===== src/rtl/ex_stage_pkg.sv =====
// ex_stage_pkg
// Shared constants for the execute stage: ALU operation codes, instruction
// field positions and the write-back source code that marks an ALU result.
// No ports; imported by ex_stage and alu8.

package ex_stage_pkg;

    localparam int DATA_W  = 8;
    localparam int INSTR_W = 19;

    localparam logic [2:0] ALU_ADD = 3'b000;
    localparam logic [2:0] ALU_SUB = 3'b001;
    localparam logic [2:0] ALU_AND = 3'b010;
    localparam logic [2:0] ALU_OR  = 3'b011;
    localparam logic [2:0] ALU_XOR = 3'b100;
    localparam logic [2:0] ALU_PSB = 3'b101;
    localparam logic [2:0] ALU_SHL = 3'b110;
    localparam logic [2:0] ALU_SHR = 3'b111;

    localparam int RD_MSB  = 13;
    localparam int RD_LSB  = 11;
    localparam int RS_MSB  = 10;
    localparam int RS_LSB  = 8;
    localparam int RT_MSB  = 7;
    localparam int RT_LSB  = 5;
    localparam int IMM_MSB = 7;
    localparam int IMM_LSB = 0;

    localparam logic [1:0] WB_ALU = 2'b00;

endpackage


===== src/rtl/ex_stage_alu8.sv =====
// alu8
// Purely combinational 8-bit ALU.
// Ports:
//   a, b  : operands
//   cin   : carry/borrow in (also the bit shifted in by SHL1/SHR1)
//   op    : operation code (ALU_* in ex_stage_pkg)
//   res   : result
//   co    : carry out (borrow for SUB, shifted-out bit for shifts)
//   zero  : res == 0

module alu8
    import ex_stage_pkg::*;
(
    input  logic [7:0] a,
    input  logic [7:0] b,
    input  logic       cin,
    input  logic [2:0] op,
    output logic [7:0] res,
    output logic       co,
    output logic       zero
);

    logic [8:0] sum;
    logic [8:0] diff;

    // 9-bit arithmetic so bit 8 carries the carry (ADD) or borrow (SUB).
    assign sum  = {1'b0, a} + {1'b0, b} + {8'b0, cin};
    assign diff = {1'b0, a} - {1'b0, b} - {8'b0, cin};

    always_comb begin
        res = 8'h00;
        co  = 1'b0;
        case (op)
            ALU_ADD: {co, res} = sum;
            ALU_SUB: {co, res} = diff;
            ALU_AND: res = a & b;
            ALU_OR:  res = a | b;
            ALU_XOR: res = a ^ b;
            ALU_PSB: res = b;
            ALU_SHL: begin
                res = {a[6:0], cin};
                co  = a[7];
            end
            ALU_SHR: begin
                res = {cin, a[7:1]};
                co  = a[0];
            end
            default: begin
                res = 8'h00;
                co  = 1'b0;
            end
        endcase
    end

    assign zero = (res == 8'h00);

endmodule


===== src/rtl/ex_stage.sv =====
// ex_stage
// Execute stage: forwards operands from EX/MEM and MEM/WB, runs the 8-bit
// ALU, updates the C/Z flags and registers the result into the EX/MEM
// pipeline register held inside this block.
// Ports:
//   clk, reset            : clock (rising edge), synchronous active-high reset
//   flush                 : bubbles the EX/MEM register; flags are unaffected
//   ID_EX_*               : operands, instruction and control from ID/EX
//   MEM_WB_reg_write/rd/data : write-back stage, used as forwarding source
//   EX_MEM_*              : registered result, store data, instruction, control
//   carry_flag, zero_flag : architectural flags

module ex_stage
    import ex_stage_pkg::*;
#(
    parameter int DATA_W  = 8,
    parameter int INSTR_W = 19
) (
    input  logic               clk,
    input  logic               reset,
    input  logic               flush,
    input  logic [DATA_W-1:0]  ID_EX_A,
    input  logic [DATA_W-1:0]  ID_EX_B,
    input  logic [INSTR_W-1:0] ID_EX_instruction,
    input  logic               ID_EX_mem_write,
    input  logic               ID_EX_reg_write,
    input  logic               ID_EX_alu_use_carry,
    input  logic               ID_EX_alu_B_mux,
    input  logic               ID_EX_select_c,
    input  logic               ID_EX_select_z,
    input  logic               ID_EX_write_c,
    input  logic               ID_EX_write_z,
    input  logic [2:0]         ID_EX_alu_op,
    input  logic [1:0]         ID_EX_reg_write_mux,
    input  logic               MEM_WB_reg_write,
    input  logic [2:0]         MEM_WB_rd,
    input  logic [DATA_W-1:0]  MEM_WB_data,
    output logic [DATA_W-1:0]  EX_MEM_alu_result,
    output logic [DATA_W-1:0]  EX_MEM_store_data,
    output logic [INSTR_W-1:0] EX_MEM_instruction,
    output logic               EX_MEM_mem_write,
    output logic               EX_MEM_reg_write,
    output logic [1:0]         EX_MEM_reg_write_mux,
    output logic               carry_flag,
    output logic               zero_flag
);

    logic [2:0]        rs;
    logic [2:0]        rt;
    logic [2:0]        ex_mem_rd;
    logic [7:0]        imm8;
    logic              ex_mem_fwd_ok;
    logic [DATA_W-1:0] fwd_a;
    logic [DATA_W-1:0] fwd_b;
    logic [DATA_W-1:0] op_b;
    logic              cin;
    logic [DATA_W-1:0] alu_res;
    logic              alu_co;
    logic              alu_zero;

    assign rs        = ID_EX_instruction[RS_MSB:RS_LSB];
    assign rt        = ID_EX_instruction[RT_MSB:RT_LSB];
    assign imm8      = ID_EX_instruction[IMM_MSB:IMM_LSB];
    assign ex_mem_rd = EX_MEM_instruction[RD_MSB:RD_LSB];

    // Only an ALU-sourced write-back has its value available in EX/MEM;
    // other sources (e.g. memory load) are not known until later.
    assign ex_mem_fwd_ok = EX_MEM_reg_write && (EX_MEM_reg_write_mux == WB_ALU);

    always_comb begin
        fwd_a = ID_EX_A;
        if (ex_mem_fwd_ok && (ex_mem_rd == rs))
            fwd_a = EX_MEM_alu_result;
        else if (MEM_WB_reg_write && (MEM_WB_rd == rs))
            fwd_a = MEM_WB_data;
    end

    always_comb begin
        fwd_b = ID_EX_B;
        if (ex_mem_fwd_ok && (ex_mem_rd == rt))
            fwd_b = EX_MEM_alu_result;
        else if (MEM_WB_reg_write && (MEM_WB_rd == rt))
            fwd_b = MEM_WB_data;
    end

    assign op_b = ID_EX_alu_B_mux ? {{(DATA_W-8){1'b0}}, imm8} : fwd_b;
    assign cin  = ID_EX_alu_use_carry & carry_flag;

    alu8 u_alu8 (
        .a    (fwd_a),
        .b    (op_b),
        .cin  (cin),
        .op   (ID_EX_alu_op),
        .res  (alu_res),
        .co   (alu_co),
        .zero (alu_zero)
    );

    // Flags ignore flush: squashing is handled by the ID/EX flush upstream.
    always_ff @(posedge clk) begin
        if (reset) begin
            carry_flag <= 1'b0;
            zero_flag  <= 1'b0;
        end else begin
            if (ID_EX_write_c)
                carry_flag <= ID_EX_select_c ? alu_co : 1'b0;
            if (ID_EX_write_z)
                zero_flag <= ID_EX_select_z ? alu_zero : 1'b0;
        end
    end

    always_ff @(posedge clk) begin
        if (reset || flush) begin
            EX_MEM_alu_result    <= '0;
            EX_MEM_store_data    <= '0;
            EX_MEM_instruction   <= '0;
            EX_MEM_mem_write     <= 1'b0;
            EX_MEM_reg_write     <= 1'b0;
            EX_MEM_reg_write_mux <= 2'b00;
        end else begin
            EX_MEM_alu_result    <= alu_res;
            EX_MEM_store_data    <= fwd_b;
            EX_MEM_instruction   <= ID_EX_instruction;
            EX_MEM_mem_write     <= ID_EX_mem_write;
            EX_MEM_reg_write     <= ID_EX_reg_write;
            EX_MEM_reg_write_mux <= ID_EX_reg_write_mux;
        end
    end

endmodule


===== config.mk =====
export PLATFORM = sky130hd
export DESIGN_NAME = ex_stage
export DESIGN_NICKNAME = d
export VERILOG_FILES = /design/src/rtl/ex_stage_pkg.sv /design/src/rtl/ex_stage_alu8.sv /design/src/rtl/ex_stage.sv
export SDC_FILE = /design/constraint.sdc
export NUM_CORES = 1
export LEC_CHECK = 0
export BUFFER_PORTS_ARGS = -buffer_cell sky130_fd_sc_hd__buf_2
export CAP_MARGIN = 10
export CORE_UTILIZATION = 40
export DETAILED_ROUTE_END_ITERATION = 12
export GPL_TIMING_DRIVEN = 0
export PLACE_DENSITY = 0.77
export SLEW_MARGIN = 30
export SYNTH_ARGS = -nofsm -noshare
export SYNTH_HDL_FRONTEND = slang
export SYNTH_SLANG_ARGS = --single-unit

===== constraint.sdc =====
create_clock -name clk -period 10.4 [get_ports clk]
set_input_delay 1.04 -clock clk [delete_from_list [all_inputs] [get_ports clk]]
set_output_delay 1.04 -clock clk [all_outputs]
set_load 0.02 [all_outputs]

==> results of run 1 <==
-- per-layer routing --
layer | track usage | vias to the layer above | wire length [µm]
met4 | 0.1136 | 0 | 388
met3 | 0.02899 | 34 | 980
li1 | - | 1737 | -
met5 | 0 | - | 0
met2 | 0.4245 | 214 | 5231
met1 | 0.3179 | 1729 | 4673
-- worst max-delay path by stage --
| stage | startpoint | to | cells past startpoint |
|---|---|---|---|
| final | ID_EX_instruction[7] | carry_flag | 18 |
| after global placement | ID_EX_instruction[5] | carry_flag | 18 |
| after floorplan | ID_EX_instruction[7] | carry_flag | 17 |
| after detailed placement | ID_EX_instruction[7] | carry_flag | 18 |
| after global routing | ID_EX_instruction[7] | carry_flag | 18 |
| after CTS | ID_EX_instruction[7] | carry_flag | 18 |
-- final cells by class --
type / count / share of cell area
Clock buffer: 6 / 0.01723
Buffer: 19 / 0.02614
Clock inverter: 2 / 0.009207
Tap cell: 105 / 0.03119
Timing Repair Buffer: 102 / 0.1212
Multi-Input combinational cell: 333 / 0.5717
Sequential cell: 41 / 0.1948
Inverter: 32 / 0.02851
-- worst register-to-register path: stages, from the launching register on --
cell	delay, ps
dfxtp_1	330
nor3b_2	270
nand4_1	340
buf_2	310
a21o_1	190
o21ai_0	350
xnor2_1	120
ha_1	190
a21o_1	200
fa_1	410
o21ai_1	230
a211oi_1	150
a21o_1	210
a21oi_1	230
xor2_1	180
a221oi_1	100
or4b_1	540
a21oi_1	120
-- layout by cell type, fill, tap and decap left out, drive strengths merged, types with 7 or more instances in the layout --
cell	synthesis	final
o22ai	7	7
buf	7	109
a21o	7	7
a21oi	24	24
ha	28	28
nor2	43	43
o21ai	29	29
a221oi	9	9
clkbuf	12	18
nand2b	8	8
dfxtp	41	41
and2	28	28
nand2	20	20
xnor2	15	15
nor3	11	11
a211oi	8	8
mux2i	11	11
inv	31	31
-- registers in the layout, summed over array words and instances (netlist names) --
name / flops
zero_flag: 1
EX_MEM_reg_write_mux: 2
EX_MEM_reg_write: 1
carry_flag: 1
EX_MEM_alu_result: 8
EX_MEM_instruction: 19
EX_MEM_store_data: 8
EX_MEM_mem_write: 1
-- through the flow --
step	std cells	worst slack, ps	utilization	hold WS, ps
after CTS	640	5422	0.5076	538.1
after floorplan	425	5879	-	560.3
after global placement	632	5208	0.4942	514.4
after detailed placement	632	5134	0.4942	523.1
final	640	5404	0.5076	540.3
after global routing	640	5139	0.5076	565.3
-- cell families (layout without fill, tap and decap cells) --
logic type	after synthesis	after routing	synth area share
AO/OA/AOI/OAI	117	117	0.2383
multiplexers	15	15	0.04919
XOR/XNOR	21	21	0.05534
adder cells (fa/ha/maj)	31	31	0.1186
AND/OR/NAND/NOR	149	149	0.2347
flip-flops	41	41	0.2373
buffers and inverters	51	161	0.06655
-- power by group through the flow --
stage                     sequential, mW  combinational (mW)  clock (mW)
after CTS                          0.169               0.200       0.131
after floorplan                    0.181               0.130           0
after detailed placement           0.172               0.199           0
after global placement             0.172               0.195           0
final                              0.169               0.203       0.131
after global routing               0.170               0.221       0.138
==> results.yml, run 1 <==
global_routing:
  grt_pass1_vias: 3430
  globalRouteOverflowTotal: 0
  grt_pass1_wl_mm: 17.23
  antenna_found_initial: 0
  grt_max_degree: 14
  track_usage: 0.2512
timing:
  final-hold-violation-count: 0
  finClkSkew_ps: 8.751
  rsz0062_at_grt: "no"
  max_slew_margin: 0.4214
  period_needed_ps: 4996
  slew_violations: 0
  worst_pin_slew_ps: 861.3
  setup_tns_ps: 0
  finalSetupViolations: 0
  fmax_mhz: 200.2
  period_share: 0.4804
floorplanning:
  die_w_um: 95
  coreArea_um2: 8299
  die_area_um2: 9025
  rows: 33
  pin_count: 104
  die_h_um: 95
  start_util: 0.4169
clock_network:
  cts_resized: 0
  cts_setup_buffers: 0
  cts.clk_slew.worst_paths_ps: 80
  cts_buffer_depth: 2
  hold_buffers: 0
  cts_tree: "built"
  cts.sinks: 41
  insertion_delay_ps: 300
  cts_made_buffers: 5
  cts-root-buf: "clkbuf_8"
  htreeDepth: 2
hold_path:
  min_to: "carry_flag"
  hp-start: "carry_flag"
  hold_path.class: "flip-flop to flip-flop"
  min_path_cells: 2
critical_path:
  crit_path_frequent_cell: "a21o_1"
  crit_path_cell_trace: "buf_2 -> xnor2_1 -> nand4_2 -> mux2i_1 -> a21o_1 -> o21ai_0 -> xnor2_1 -> ha_1 -> a21o_1 -> fa_1 -> o21ai_1 -> a211oi_1 -> a21o_1 -> a21oi_1 -> xor2_1 -> a221oi_1 -> or4b_1 -> a21oi_1"
  worstReg2RegStart: "EX_MEM_reg_write_mux[1]"
  cp_slowest_stage_delay_ps: 540
  worstPathMaxFanout: 8
  arrival_ps: 5230
  worst_ep_required_time_ps: 10640
  cp-start-kind: "input port"
  worstSetupEndpointType: "flip-flop"
  worstSetupPathType: "input port to flip-flop"
  r2r-end: "carry_flag"
  crit_slowest_cell: "or4b_1"
  crit_buf_inv: 1
  worst_path_dominant_cell_family: "compound AO/OA/AOI/OAI gates"
  r2r_slack_ps: 5870
  r2r_cells: 17
power_and_ir_drop:
  swShare: 0.3649
  p_leak_nw: 2.025
  pwr-share-clk: 0.260
  finalPower_mw: 0.5026
  power_frac_comb: 0.404
  pwr-share-seq: 0.336
  p_int_mw: 0.3192
  p_per_area_nw_per_um2: 119.3
  switchingPower_mw: 0.1834
  irDropWorstVdd_mv: 0.04942
drt:
  drcViolationCount: 0
  num_vias: 3714
  wl_per_cell_um: 17.62
  wl_mm: 11.27
  dr.pass1.iters: 5
  ant_nets: 0
  drt_iter0_drc: 308
  via_per_inst: 5.803
synth:
  syn-instance-count: 425
  synth_edf_count: 0
  yosys_warnings: 0
  synth.top_cells.by_area: "dfxtp_1, ha_1, and2_1"
  ys_seq_elements: 41
  synth_area_per_cell_um2: 8.140
  synthMostInstantiatedCell: "nor2_1"
  syn_nets: 519
  synth.largest_area_cell: "dfxtp_1"
  synth_cell_types: 75
  synthFlopType: "dfxtp_1"
  seq_area_frac_synth: 0.2373
  synthArstFlopShare: 0
  syn_area_um2: 3460
  yosysTopAreaCellShare: 0.2373
  synth_common_cells: "nor2_1, dfxtp_1, inv_1"
placed_design:
  dpl-instance-area_um2: 4101
  io_buffers: 102
  gp_congestion: 0.9955
  dpl.hpwl_mm: 9.211
layout:
  fin_nets: 628
  syn_to_final_growth_pct: 21.77
  postLayoutCellArea_um2: 4213
  multiInputGateArea_um2: 2409
  ff_latch_area_um2: 820.8
  drive_above_1_share: 0.2785
  fillers: 824
  diodes: 0
run_status:
  outcome: "finished clean"
flow_run:
  maxCapViolations: 0
No activity file was read; power rests on OpenSTA's default activity.
==> run 2: changes to the inputs <==
- PLACE_DENSITY: 0.77 -> 0.79
- clock period: 10.4 -> 4.5 ns (I/O delays scaled with it)
==> run 2 against run 1 <==
Net effect:
- sequential share of layout area is 0.12 points lower
- worst setup slack worse by 5200 ps
- final area is 0.62% higher
- sequential power is 130% higher
- clock skew is 1.8 ps higher
- wire length is 1.1% higher
- utilization is 0.32 points higher
- global-route usage is 0.29 points lower
- combinational power is 130% higher
- non-clock buffer count is 2 higher
- critical endpoint unchanged
==> results.yml, run 2 (synthesis gave the netlist of run 1 again) <==
critical_path:
  worstReg2RegStart: "EX_MEM_reg_write_mux[1]"
  worstSetupPathType: "input port to flip-flop"
  r2r-end: "carry_flag"
  worstSetupEndpointType: "flip-flop"
  cp-start-kind: "input port"
  worst_ep_required_time_ps: 4750
  r2r_cells: 18
  r2r_slack_ps: 300
  worstPathMaxFanout: 8
  arrival_ps: 4510
timing:
  period_needed_ps: 4262
  fin_ws_ps: 237.8
  period_share: 0.9472
  rsz0062_at_grt: "no"
  finClkSkew_ps: 10.59
  max_slew_margin: 0.4928
  final-hold-violation-count: 0
  hold_ws_ps: 326.6
  worst_pin_slew_ps: 755.0
  slew_violations: 0
  fmax_mhz: 234.6
  finalSetupViolations: 0
run_status:
  outcome: "finished clean"
hold_path:
  hp-start: "ID_EX_instruction[11]"
  min_to: "EX_MEM_instruction[11]"
  hold_path.class: "input port to flip-flop"
  min_path_cells: 2
clock_network:
  cts_tree: "built"
  cts_made_buffers: 5
  htreeDepth: 2
  hold_buffers: 0
  insertion_delay_ps: 310
  cts_buffer_depth: 2
  cts-root-buf: "clkbuf_8"
  cts.sinks: 41
  cts.clk_slew.worst_paths_ps: 90
drt:
  drt_iter0_drc: 285
  ant_nets: 0
  num_vias: 3712
  dr.pass1.iters: 5
  drcViolationCount: 0
  wl_per_cell_um: 17.76
  wl_mm: 11.40
  via_per_inst: 5.782
layout:
  regMostFlops: "EX_MEM_instruction"
  largest_registers: "EX_MEM_instruction: 19 flops, EX_MEM_alu_result: 8 flops, EX_MEM_store_data: 8 flops"
  layout_commonest_cell: "buf_2"
  largest_reg_flops: 19
  final_cell_mix: "buf_2, nor2_1, dfxtp_1, inv_1, ha_1"
  postLayoutCellArea_um2: 4239
  fin_nets: 630
  diodes: 0
  final_util: 0.5108
  drive_above_1_share: 0.2924
  syn_to_final_growth_pct: 22.53
floorplanning:
  die_h_um: 95
  rows: 33
  die_area_um2: 9025
  coreArea_um2: 8299
  start_util: 0.4169
  die_w_um: 95
  pin_count: 104
placed_design:
  dpl_worst_slack_ps: -262.8
  dpl.hpwl_mm: 9.169
  dpl-instance-area_um2: 4101
  gp_congestion: 0.9752
  io_buffers: 102
global_routing:
  track_usage: 0.2483
  grt_max_degree: 16
  antenna_found_initial: 0
  grt_pass1_wl_mm: 16.88
  globalRouteOverflowTotal: 0
  grt_pass1_vias: 3454
power_and_ir_drop:
  irDropWorstVdd_mv: 0.1264
  p_per_area_nw_per_um2: 266.8
  p_leak_nw: 2.028
flow_run:
  maxCapViolations: 0
[run 2: changes by cell type in the layout (fill, tap and decap cells not counted), moves of 2 or more]
cell,delta
o21ai_1,+4
o21ai_2,+4
buf_4,+2
o21ai_0,-8
[run 2: routing by layer]
metal / up-vias / global-route usage / wire (µm)
met5: - / 0 / 0
li1: 1743 / - / -
met3: 43 / 0.03221 / 934
met1: 1723 / 0.2972 / 4631
met2: 203 / 0.4245 / 5319
met4: 0 / 0.1414 / 516
[run 2: layout make-up]
| cell class | instances | area, µm² |
|---|---|---|
| Clock buffer | 5 | 68.82 |
| Sequential cell | 41 | 820.8 |
| Fill cell | 792 | 4060 |
| Clock inverter | 3 | 25.02 |
| Timing Repair Buffer | 104 | 525.5 |
| Inverter | 32 | 120.1 |
| Tap cell | 105 | 131.4 |
| Multi-Input combinational cell | 333 | 2437 |
| Buffer | 19 | 110.1 |
[run 2: per-stage QoR]
stage | TNS [ps] | total power [mW] | std cells
floorplan | 0 | 0.7183 | 425
global placement | -206.1 | 0.8425 | 632
detailed placement | -464.9 | 0.8546 | 632
CTS | 0 | 1.111 | 640
global route | 0 | 1.188 | 642
finish | 0 | 1.131 | 642
[run 2: timing repair]
action                     4_1_cts  5_1_grt
pin swaps                        0        1
setup endpoints to repair        2        2
gates resized for setup          1       13
setup buffers                    0        2
[run 2: worst max-delay path by stage]
stage	cells past startpoint	from	to
floorplan	17	ID_EX_instruction[7]	carry_flag
global placement	18	ID_EX_instruction[5]	carry_flag
detailed placement	18	ID_EX_instruction[6]	carry_flag
CTS	16	EX_MEM_reg_write_mux[1]	carry_flag
finish	18	ID_EX_instruction[6]	carry_flag
global route	17	EX_MEM_reg_write_mux[1]	carry_flag
[run 2: worst max-delay path: stages]
cell	delay (ps)
buf_2	150
xnor2_1	290
nand4_4	260
mux2i_1	290
a21o_1	190
o21ai_2	90
xnor2_1	170
ha_1	190
a21o_1	180
fa_1	430
o21ai_1	250
a211oi_2	130
a21o_1	200
a21oi_1	190
xor2_1	200
a221oi_1	100
or4b_1	580
a21oi_1	150
[run 2: where the power goes]
group          switching, mW  leakage [nW]  internal (mW)
combinational          0.283          1.65          0.194
clock                  0.151        0.0447          0.112
sequential            0.0102         0.336          0.380
